$ cat src/rtl/llc_stall_table.sv
// Table of LLC requests stalled on a busy set: lowest-free allocation,
// set-match lookup, oldest-first resume, retirement by index, sticky error flags.
module llc_stall_table #(
  parameter int DEPTH    = 4,
  parameter int SET_BITS = 9,
  parameter int TAG_BITS = 15,
  parameter int IDX_W    = $clog2(DEPTH)
) (
  input  logic                clk,
  input  logic                rst,
  input  logic                rst_state,
  input  logic                alloc_valid,
  output logic                alloc_ready,
  input  logic [SET_BITS-1:0] alloc_set,
  input  logic [TAG_BITS-1:0] alloc_tag,
  input  logic [SET_BITS-1:0] lookup_set,
  output logic                lookup_hit,
  output logic [IDX_W-1:0]    lookup_idx,
  output logic                resume_valid,
  input  logic                resume_ready,
  output logic [SET_BITS-1:0] resume_set,
  output logic [TAG_BITS-1:0] resume_tag,
  output logic [IDX_W-1:0]    resume_idx,
  input  logic                free_en,
  input  logic [IDX_W-1:0]    free_idx,
  output logic [IDX_W:0]      count,
  output logic                full,
  output logic                empty,
  output logic                overflow_err,
  output logic                free_err
);

  logic [DEPTH-1:0]    valid;
  logic [SET_BITS-1:0] set_mem [DEPTH];
  logic [TAG_BITS-1:0] tag_mem [DEPTH];
  // older[i][j] = 1 when entry i was allocated before entry j
  logic [DEPTH-1:0]    older [DEPTH];
  logic [IDX_W:0]      count_reg;
  logic                ovf_reg;
  logic                ferr_reg;

  logic [DEPTH-1:0] match;
  logic [DEPTH-1:0] is_oldest;
  logic [DEPTH-1:0] alloc_sel;
  logic [DEPTH-1:0] pop_mask;
  logic [DEPTH-1:0] free_mask;
  logic [DEPTH-1:0] rel_mask;
  logic [DEPTH-1:0] blocker [DEPTH];
  logic [IDX_W-1:0] alloc_idx;
  logic             alloc_fire;
  logic             pop_fire;
  logic             free_hit;
  logic             free_miss;
  logic [IDX_W:0]   rel_cnt;
  logic [IDX_W:0]   count_next;

  assign full         = (count_reg == (IDX_W+1)'(DEPTH));
  assign empty        = (count_reg == '0);
  assign alloc_ready  = !full;
  assign resume_valid = !empty;
  assign lookup_hit   = |match;
  assign count        = count_reg;
  assign overflow_err = ovf_reg;
  assign free_err     = ferr_reg;

  // Handshakes see only registered state; no ready-through from a same-cycle pop.
  assign alloc_fire = alloc_valid && alloc_ready;
  assign pop_fire   = resume_valid && resume_ready;
  assign free_hit   = free_en && valid[free_idx];
  assign free_miss  = free_en && !valid[free_idx];
  assign rel_mask   = pop_mask | free_mask;

  assign resume_set = resume_valid ? set_mem[resume_idx] : '0;
  assign resume_tag = resume_valid ? tag_mem[resume_idx] : '0;

  genvar gi, gj;
  generate
    for (gi = 0; gi < DEPTH; gi++) begin : g_entry
      assign match[gi]     = valid[gi] && (set_mem[gi] == lookup_set);
      assign alloc_sel[gi] = alloc_fire && (alloc_idx == IDX_W'(gi));
      assign pop_mask[gi]  = pop_fire && (resume_idx == IDX_W'(gi));
      assign free_mask[gi] = free_hit && (free_idx == IDX_W'(gi));
      for (gj = 0; gj < DEPTH; gj++) begin : g_age
        if (gi == gj) begin : g_diag
          assign blocker[gi][gj] = 1'b0;
        end else begin : g_off
          assign blocker[gi][gj] = valid[gj] && older[gj][gi];
        end
      end
      // Oldest: valid and no other valid entry predates it
      assign is_oldest[gi] = valid[gi] && !(|blocker[gi]);
    end
  endgenerate

  always_comb begin
    alloc_idx  = '0;
    lookup_idx = '0;
    resume_idx = '0;
    for (int i = DEPTH - 1; i >= 0; i--) begin
      if (!valid[i])    alloc_idx  = IDX_W'(i);
      if (match[i])     lookup_idx = IDX_W'(i);
      if (is_oldest[i]) resume_idx = IDX_W'(i);
    end
  end

  // A pop and a free of the same entry count as one release.
  always_comb begin
    rel_cnt = '0;
    for (int i = 0; i < DEPTH; i++) begin
      rel_cnt = rel_cnt + {{IDX_W{1'b0}}, rel_mask[i]};
    end
    count_next = count_reg + {{IDX_W{1'b0}}, alloc_fire} - rel_cnt;
  end

  always_ff @(posedge clk or negedge rst) begin
    if (!rst) begin
      count_reg <= '0;
      ovf_reg   <= 1'b0;
      ferr_reg  <= 1'b0;
      valid     <= '0;
      for (int i = 0; i < DEPTH; i++) begin
        set_mem[i] <= '0;
        tag_mem[i] <= '0;
        older[i]   <= '0;
      end
    end else if (rst_state) begin
      count_reg <= '0;
      ovf_reg   <= 1'b0;
      ferr_reg  <= 1'b0;
      valid     <= '0;
      for (int i = 0; i < DEPTH; i++) begin
        set_mem[i] <= '0;
        tag_mem[i] <= '0;
        older[i]   <= '0;
      end
    end else begin
      count_reg <= count_next;
      if (alloc_valid && !alloc_ready) ovf_reg <= 1'b1;
      if (free_miss) ferr_reg <= 1'b1;
      for (int i = 0; i < DEPTH; i++) begin
        if (alloc_sel[i]) begin
          // New entry is younger than everyone: clear its row, others mark its column
          valid[i]   <= 1'b1;
          set_mem[i] <= alloc_set;
          tag_mem[i] <= alloc_tag;
          older[i]   <= '0;
        end else begin
          if (rel_mask[i]) valid[i] <= 1'b0;
          if (alloc_fire) older[i][alloc_idx] <= 1'b1;
        end
      end
    end
  end

endmodule

$ cat config.mk
export PLATFORM = sky130hd
export DESIGN_NAME = llc_stall_table
export DESIGN_NICKNAME = d
export VERILOG_FILES = /design/src/rtl/llc_stall_table.sv
export SDC_FILE = /design/constraint.sdc
export NUM_CORES = 1
export LEC_CHECK = 0
export ABC_AREA = 0
export ABC_CLOCK_PERIOD_IN_PS = 3600
export BUFFER_PORTS_ARGS = -buffer_cell sky130_fd_sc_hd__buf_4
export CAP_MARGIN = 10
export CORE_MARGIN = 5
export CORE_UTILIZATION = 40
export DETAILED_ROUTE_END_ITERATION = 8
export GPL_TIMING_DRIVEN = 0
export MAX_ROUTING_LAYER = met4
export PLACE_DENSITY = 0.66
export SLEW_MARGIN = 20
export SYNTH_ARGS = -nofsm -noshare
export SYNTH_HDL_FRONTEND = slang
export SYNTH_SLANG_ARGS = --single-unit
$ cat constraint.sdc
create_clock -name clk -period 3.6 [get_ports clk]
set_input_delay 0.18 -clock clk [delete_from_list [all_inputs] [get_ports clk]]
set_output_delay 0.18 -clock clk [all_outputs]
set_load 0.01 [all_outputs]
==> results of run 1 <==
timing repair:
| action | 4_1_cts | 5_1_grt |
|---|---|---|
| endpoints found under the hold margin | 49 | 0 |
| endpoints found under the setup margin | 0 | 1 |
| hold buffers | 2 | 0 |
| resized for setup | 0 | 1 |
cells in the final DEF, fill, tap and decap left out, types with 3 or more instances in the layout:
cell | netlist | layout
nand2_1 | 184 | 184
dfrtp_1 | 117 | 117
a21oi_1 | 87 | 87
buf_4 | 3 | 79
nor2_1 | 41 | 40
xnor2_1 | 31 | 31
a22oi_1 | 26 | 26
a221o_1 | 24 | 24
clkbuf_1 | 19 | 22
a21oi_2 | 21 | 21
nand2_2 | 20 | 20
clkbuf_16 | 0 | 17
buf_2 | 15 | 15
inv_1 | 10 | 10
o21a_1 | 9 | 9
buf_6 | 7 | 8
nand4_1 | 8 | 8
xor2_1 | 8 | 8
clkinv_2 | 0 | 5
nor3_1 | 4 | 4
bufinv_16 | 0 | 4
nand2b_1 | 3 | 3
fa_1 | 3 | 3
cell usage after synthesis, types with 10 or more instances:
library cell / number / area [um^2]
nand2_1: 184 / 691
dfrtp_1: 117 / 2930
a21oi_1: 87 / 435
nor2_1: 41 / 154
xnor2_1: 31 / 272
a22oi_1: 26 / 195
a221o_1: 24 / 240
a21oi_2: 21 / 184
nand2_2: 20 / 125
clkbuf_1: 19 / 71.3
buf_2: 15 / 75.1
inv_1: 10 / 37.5
metrics by stage:
step | utilization, % | cell area, um^2 | power, mW
floorplan | - | 6240 | 2.15
global route | 50.8 | 7750 | 4.58
finish | 50.8 | 7750 | 4.41
CTS | 50.8 | 7750 | 4.42
detailed placement | 46.6 | 7110 | 2.64
global placement | 46.4 | 7080 | 2.62
logic make-up after synthesis:
group           after synthesis  synth area share (%)
flops                       117                  46.9
xor+xnor                     39                  5.47
buf+inv                      59                  5.65
fa+ha+maj                     5                  1.36
compound gates              179                  19.6
simple gates                286                  20.6
mux                           1                 0.361
per-layer routing:
layer  routed length [um]  part of all wire, %
met3                 1040                  5.4
met2                 9270                   49
met5                    0                    0
met4                  346                  1.8
met1                 8440                   44
path summary, 6_finish.rpt:
check,slack [ps],end
setup / recovery,230,count[2]
hold / removal,20,tag_mem[52]
setup reg to reg,230,count[2]
hold reg to reg,490,older[0]
max in group asynchronous,2600,tag_mem[3]
min in group asynchronous,290,older[11]
tightest hold or removal path, stage by stage:
cell and delay, ps:
buf_4 120, nand2_1 50, a21oi_1 50
report_power, final:
group / switching [mW] / total [mW] / internal [mW]
Sequential: 0.0723 / 1.48 / 1.41
Combinational: 0.711 / 1.14 / 0.426
Clock: 0.601 / 1.79 / 1.19
final cells by class:
type / instances / area, um^2 / share of cell area (%)
timing repair buffer: 80 / 629 / 8.12
sequential: 117 / 2930 / 37.8
tap: 211 / 264 / 3.41
inverter: 11 / 46.3 / 0.597
clock inverter: 10 / 153 / 1.97
buffer: 48 / 307 / 3.95
multi-input combinational: 510 / 2960 / 38.2
clock buffer: 22 / 464 / 5.99
==> run metrics, run 1 <==
clk_lat worst skew around 420 ps; syn nets 732; Least-Margin Pin Slew 860 ps; RSZ-0062 raised after global routing false; Hold Path Class primary input to flop; CP Depth 13; dpl cells 975; maxcap violations 0; fillers 1430; CP max stage delay slightly above 600 ps; GPL Wtd Cong 0.868; Final Max Tran Viols 0; Final HPWL DP 13100 um; final WL 19100 um; max reg flops 60; Post-Syn Area 6240 um^2; Nets a little over 800; Worst Skew 8.91 ps; number of H-tree levels 4; number of flops mapped to enable cells by yosys 0; CP Capture Type flop; clock tree from TritonCTS built; FFs w/ async S/R, synth 100%; CP bufs+invs 4; CTS Sinks 117; met3 usage 4.21%; Register-to-Register Path Depth 13; layout cells sized above 1 23.7%; initial core utilization between 40% and 50%; Die H 135 um; Horiz. Die Dim 135 um; die area 18200 um^2; # Post-CTS Setup Buffers 0; VDD IR-drop max about 0.39 mV; IO Pins 79; DR pass1 iterations 5; DR vias/cell 5.41; kind of critical path flop to flop; Hold Path Stages 3; hold_ws approximately 17 ps; Post-Synthesis Cells 686; worst path required time 3880 ps; final worst-path setup slack 230 ps; area of the core 15300 um^2; vias in the first global route 5413; Startpoint Class flop; Power Density between 500 and 600 nW/um^2; post-synthesis register bit count 117; CTS Root Cell clkbuf_16; Wirelength per Cell 18.9 um; Avg Cell Area, Syn 9.10 um^2; port bufs 77; fin crit share 93.6%; setup TNS 0 ps; initial antenna violation count 0; CP arrival 3650 ps; minimum clock period 3370 ps; R2R Path Start valid[0]; Largest Register tag_mem; slowest stage cell, crit path fa_1; Main synth FF type dfrtp_1; Clock Pin Slew Worst Setup and Hold Paths roughly 60 ps; dpl ws 118 ps; DR DRC count 0; clk buf depth 2; Fmax between 200 and 300 MHz; GRT overflow 0; met2 Use GR 34.4%; Netlist cell types between 50 and 60; final setup vio count 0; CP top delay family adder cells; Fin. Hold Viols 0; final non-filler cell total 1009; Max-slew headroom 42.7%; Seq/Total Area, Yosys 46.9%; Vias about 5.5k; busiest layer in global routing met2; Antenna diodes 0; All-Layer GR Usage approximately 22%; GR Layer Usage met1 29.5%; first-pass GRT wire length 30300 um; ANT nets after route 0; beginning of the critical path valid[0]; status completed; worst path cell trace buf_6 -> a22oi_1 -> o211a_1 -> buf_2 -> buf_2 -> a41oi_1 -> fa_1 -> ha_1 -> inv_1 -> fa_1 -> xnor2_1 -> xnor2_1 -> nor2_1; biggest regs tag_mem x60, set_mem x36, older x12; Critical Path Fanout Max 10; FP Rows 45; Ys Warns 0; Num CTS Buffers 17; P_leak 3.31 nW; Layout area overhead 24.2%; DRT iter0 DRCs ~570; largest net degree at the start of global routing 70; Hold Crit Start alloc_tag[7]
Note: power is estimated with default switching activity, not from simulation.
==> inputs of run 2 (changes only) <==
Settings changed: CTS_BUF_LIST set to sky130_fd_sc_hd__clkbuf_4 sky130_fd_sc_hd__clkbuf_8, GPL_TIMING_DRIVEN 0 to 1.
==> run metrics, run 2 (synthesized netlist as in run 1, its figures left out) <==
RSZ-0062 raised after global routing false; Critical Path Fanout Max 15 (+5); met2 Use GR 34.0% (-0.39 points); GPL Wtd Cong 0.955 (+9.9%); busiest layer in global routing met2; final setup vio count 0 (unchanged); commonest non-fill, non-tap cell in the layout nand2_1; port bufs 78 (+1.3%); Startpoint Class flop; Worst Skew 10.7 ps (+1.82 ps); IO Pins 79 (unchanged); Fin. Hold Viols 0 (unchanged); Max-slew headroom 37.1% (-5.6 points); minimum clock period 3200 ps (-171 ps); clock tree from TritonCTS built; clk_lat worst skew 440 ps (+20 ps); biggest regs tag_mem x60, set_mem x36, older x12; clk buf depth 2 (unchanged); most frequent cells in the layout 183 x nand2_1, 117 x dfrtp_1, 91 x buf_4; final non-filler cell total 999 (-0.99%); layout cells sized above 1 22.6% (-1.1 points); Vias 5435 (-0.49%); VDD IR-drop max 0.275 mV (-30%); worst path required time 3900 ps (+20 ps); P_leak 3.17 nW (-4.0%); Horiz. Die Dim 135 um (unchanged); Least-Margin Pin Slew 941 ps (+81.4 ps); ANT nets after route 0 (unchanged); FP Rows 45 (unchanged); die area 18200 um^2 (unchanged); Layout area overhead 21.1%; dpl cells 940 (-3.6%); first-pass GRT wire length 28700 um (-5.0%); Final HPWL DP 11500 um (-12%); Nets 821 (-1.2%); CTS Root Cell clkbuf_8; GR Layer Usage met1 25.3% (-4.2 points); initial core utilization 40.9% (unchanged); Final Max Tran Viols 0 (unchanged); Clock Pin Slew Worst Setup and Hold Paths 80 ps (+20 ps); DR vias/cell 5.44 (+0.50%); Hold Path Class primary input to flop; kind of critical path flop to flop; CTS Sinks 117 (unchanged); GRT overflow 0 (unchanged); Die H 135 um (unchanged); setup TNS 0 ps (unchanged); max reg flops 60 (unchanged); All-Layer GR Usage 20.7% (-1.5 points); DR DRC count 0 (unchanged); initial antenna violation count 0 (unchanged); Power Density 498 nW/um^2 (-12%); CP Capture Type flop; number of H-tree levels 4 (unchanged); DR pass1 iterations 5 (unchanged); largest net degree at the start of global routing 63 (-10%); Antenna diodes 0 (unchanged); hold_ws 223 ps (+206 ps); Num CTS Buffers 17 (unchanged); status completed; CP arrival 3490 ps (-160 ps); area of the core 15300 um^2 (unchanged); fin crit share 88.9% (-4.8 points); Largest Register tag_mem; vias in the first global route 5390 (-0.42%); maxcap violations 0 (unchanged); DRT iter0 DRCs 590 (+4.2%); Fmax 313 MHz (+5.4%); met3 usage 4.69% (+0.48 points); final WL 18200 um (-4.7%); Wirelength per Cell 18.2 um (-3.8%)
## run 2: worst paths after layout
check                              from            to  slack [ps]  cells past startpoint
setup / recovery               valid[1]      count[2]         400                     13
hold / removal             resume_ready      valid[0]         220                      4
setup reg to reg               valid[1]      count[2]         400                     13
hold reg to reg               older[14]     older[14]         500                      1
max in group asynchronous           rst     older[15]        2260                      3
min in group asynchronous           rst  overflow_err         370                      2
## run 2: critical path, cell delays in order (launching register included)
cell and delay [ps]:
dfrtp_1 690, nand2_1 130, and4_1 280, a31oi_1 230, nor3_1 90, a21o_1 170
fa_1 440, inv_1 70, ha_1 130, inv_1 50, fa_1 400, xnor2_1 180
xnor2_1 140, nor2_1 60
## run 2: what timing repair did
action,4_1_cts,5_1_grt
gates resized for setup,0,0
hold endpoints to repair,144,0
hold buffers,27,0
setup buffers,0,0
## run 2: cell type report
type	instances	area, um^2
inverters	11	46.3
flip-flops and latches	117	2930
fillers	1411	7700
clock inverters	10	97.6
repair buffers	118	953
well taps	211	264
multi-input cells	510	2970
clock buffers	22	297
## run 2: layer usage
layer	vias to the layer above	part of all wire, %	routed length [um]
met5	-	0	0
met4	0	2.2	392
met3	31	6.0	1090
met2	191	49	8900
met1	2688	43	7800
li1	2525	-	-
## run 2: power breakdown
part           total, mW  leakage (nW)  internal (mW)  switching [mW]
clock network       1.18         0.183          0.627           0.557
logic               1.09          1.38          0.407           0.681
registers           1.49          1.61           1.41          0.0842
## run 2: per-stage QoR
stage          power (mW)  cell area (um^2)  setup WS, ps  util (%)
5_1_grt              3.95              7560           120      49.5
4_1_cts              3.78              7550           414      49.5
6_report             3.77              7560           401      49.5
2_1_floorplan        2.15              6240           658         -
3_5_place_dp         2.58              6890           431      45.2
3_3_place_gp         2.56              6890           464      45.2
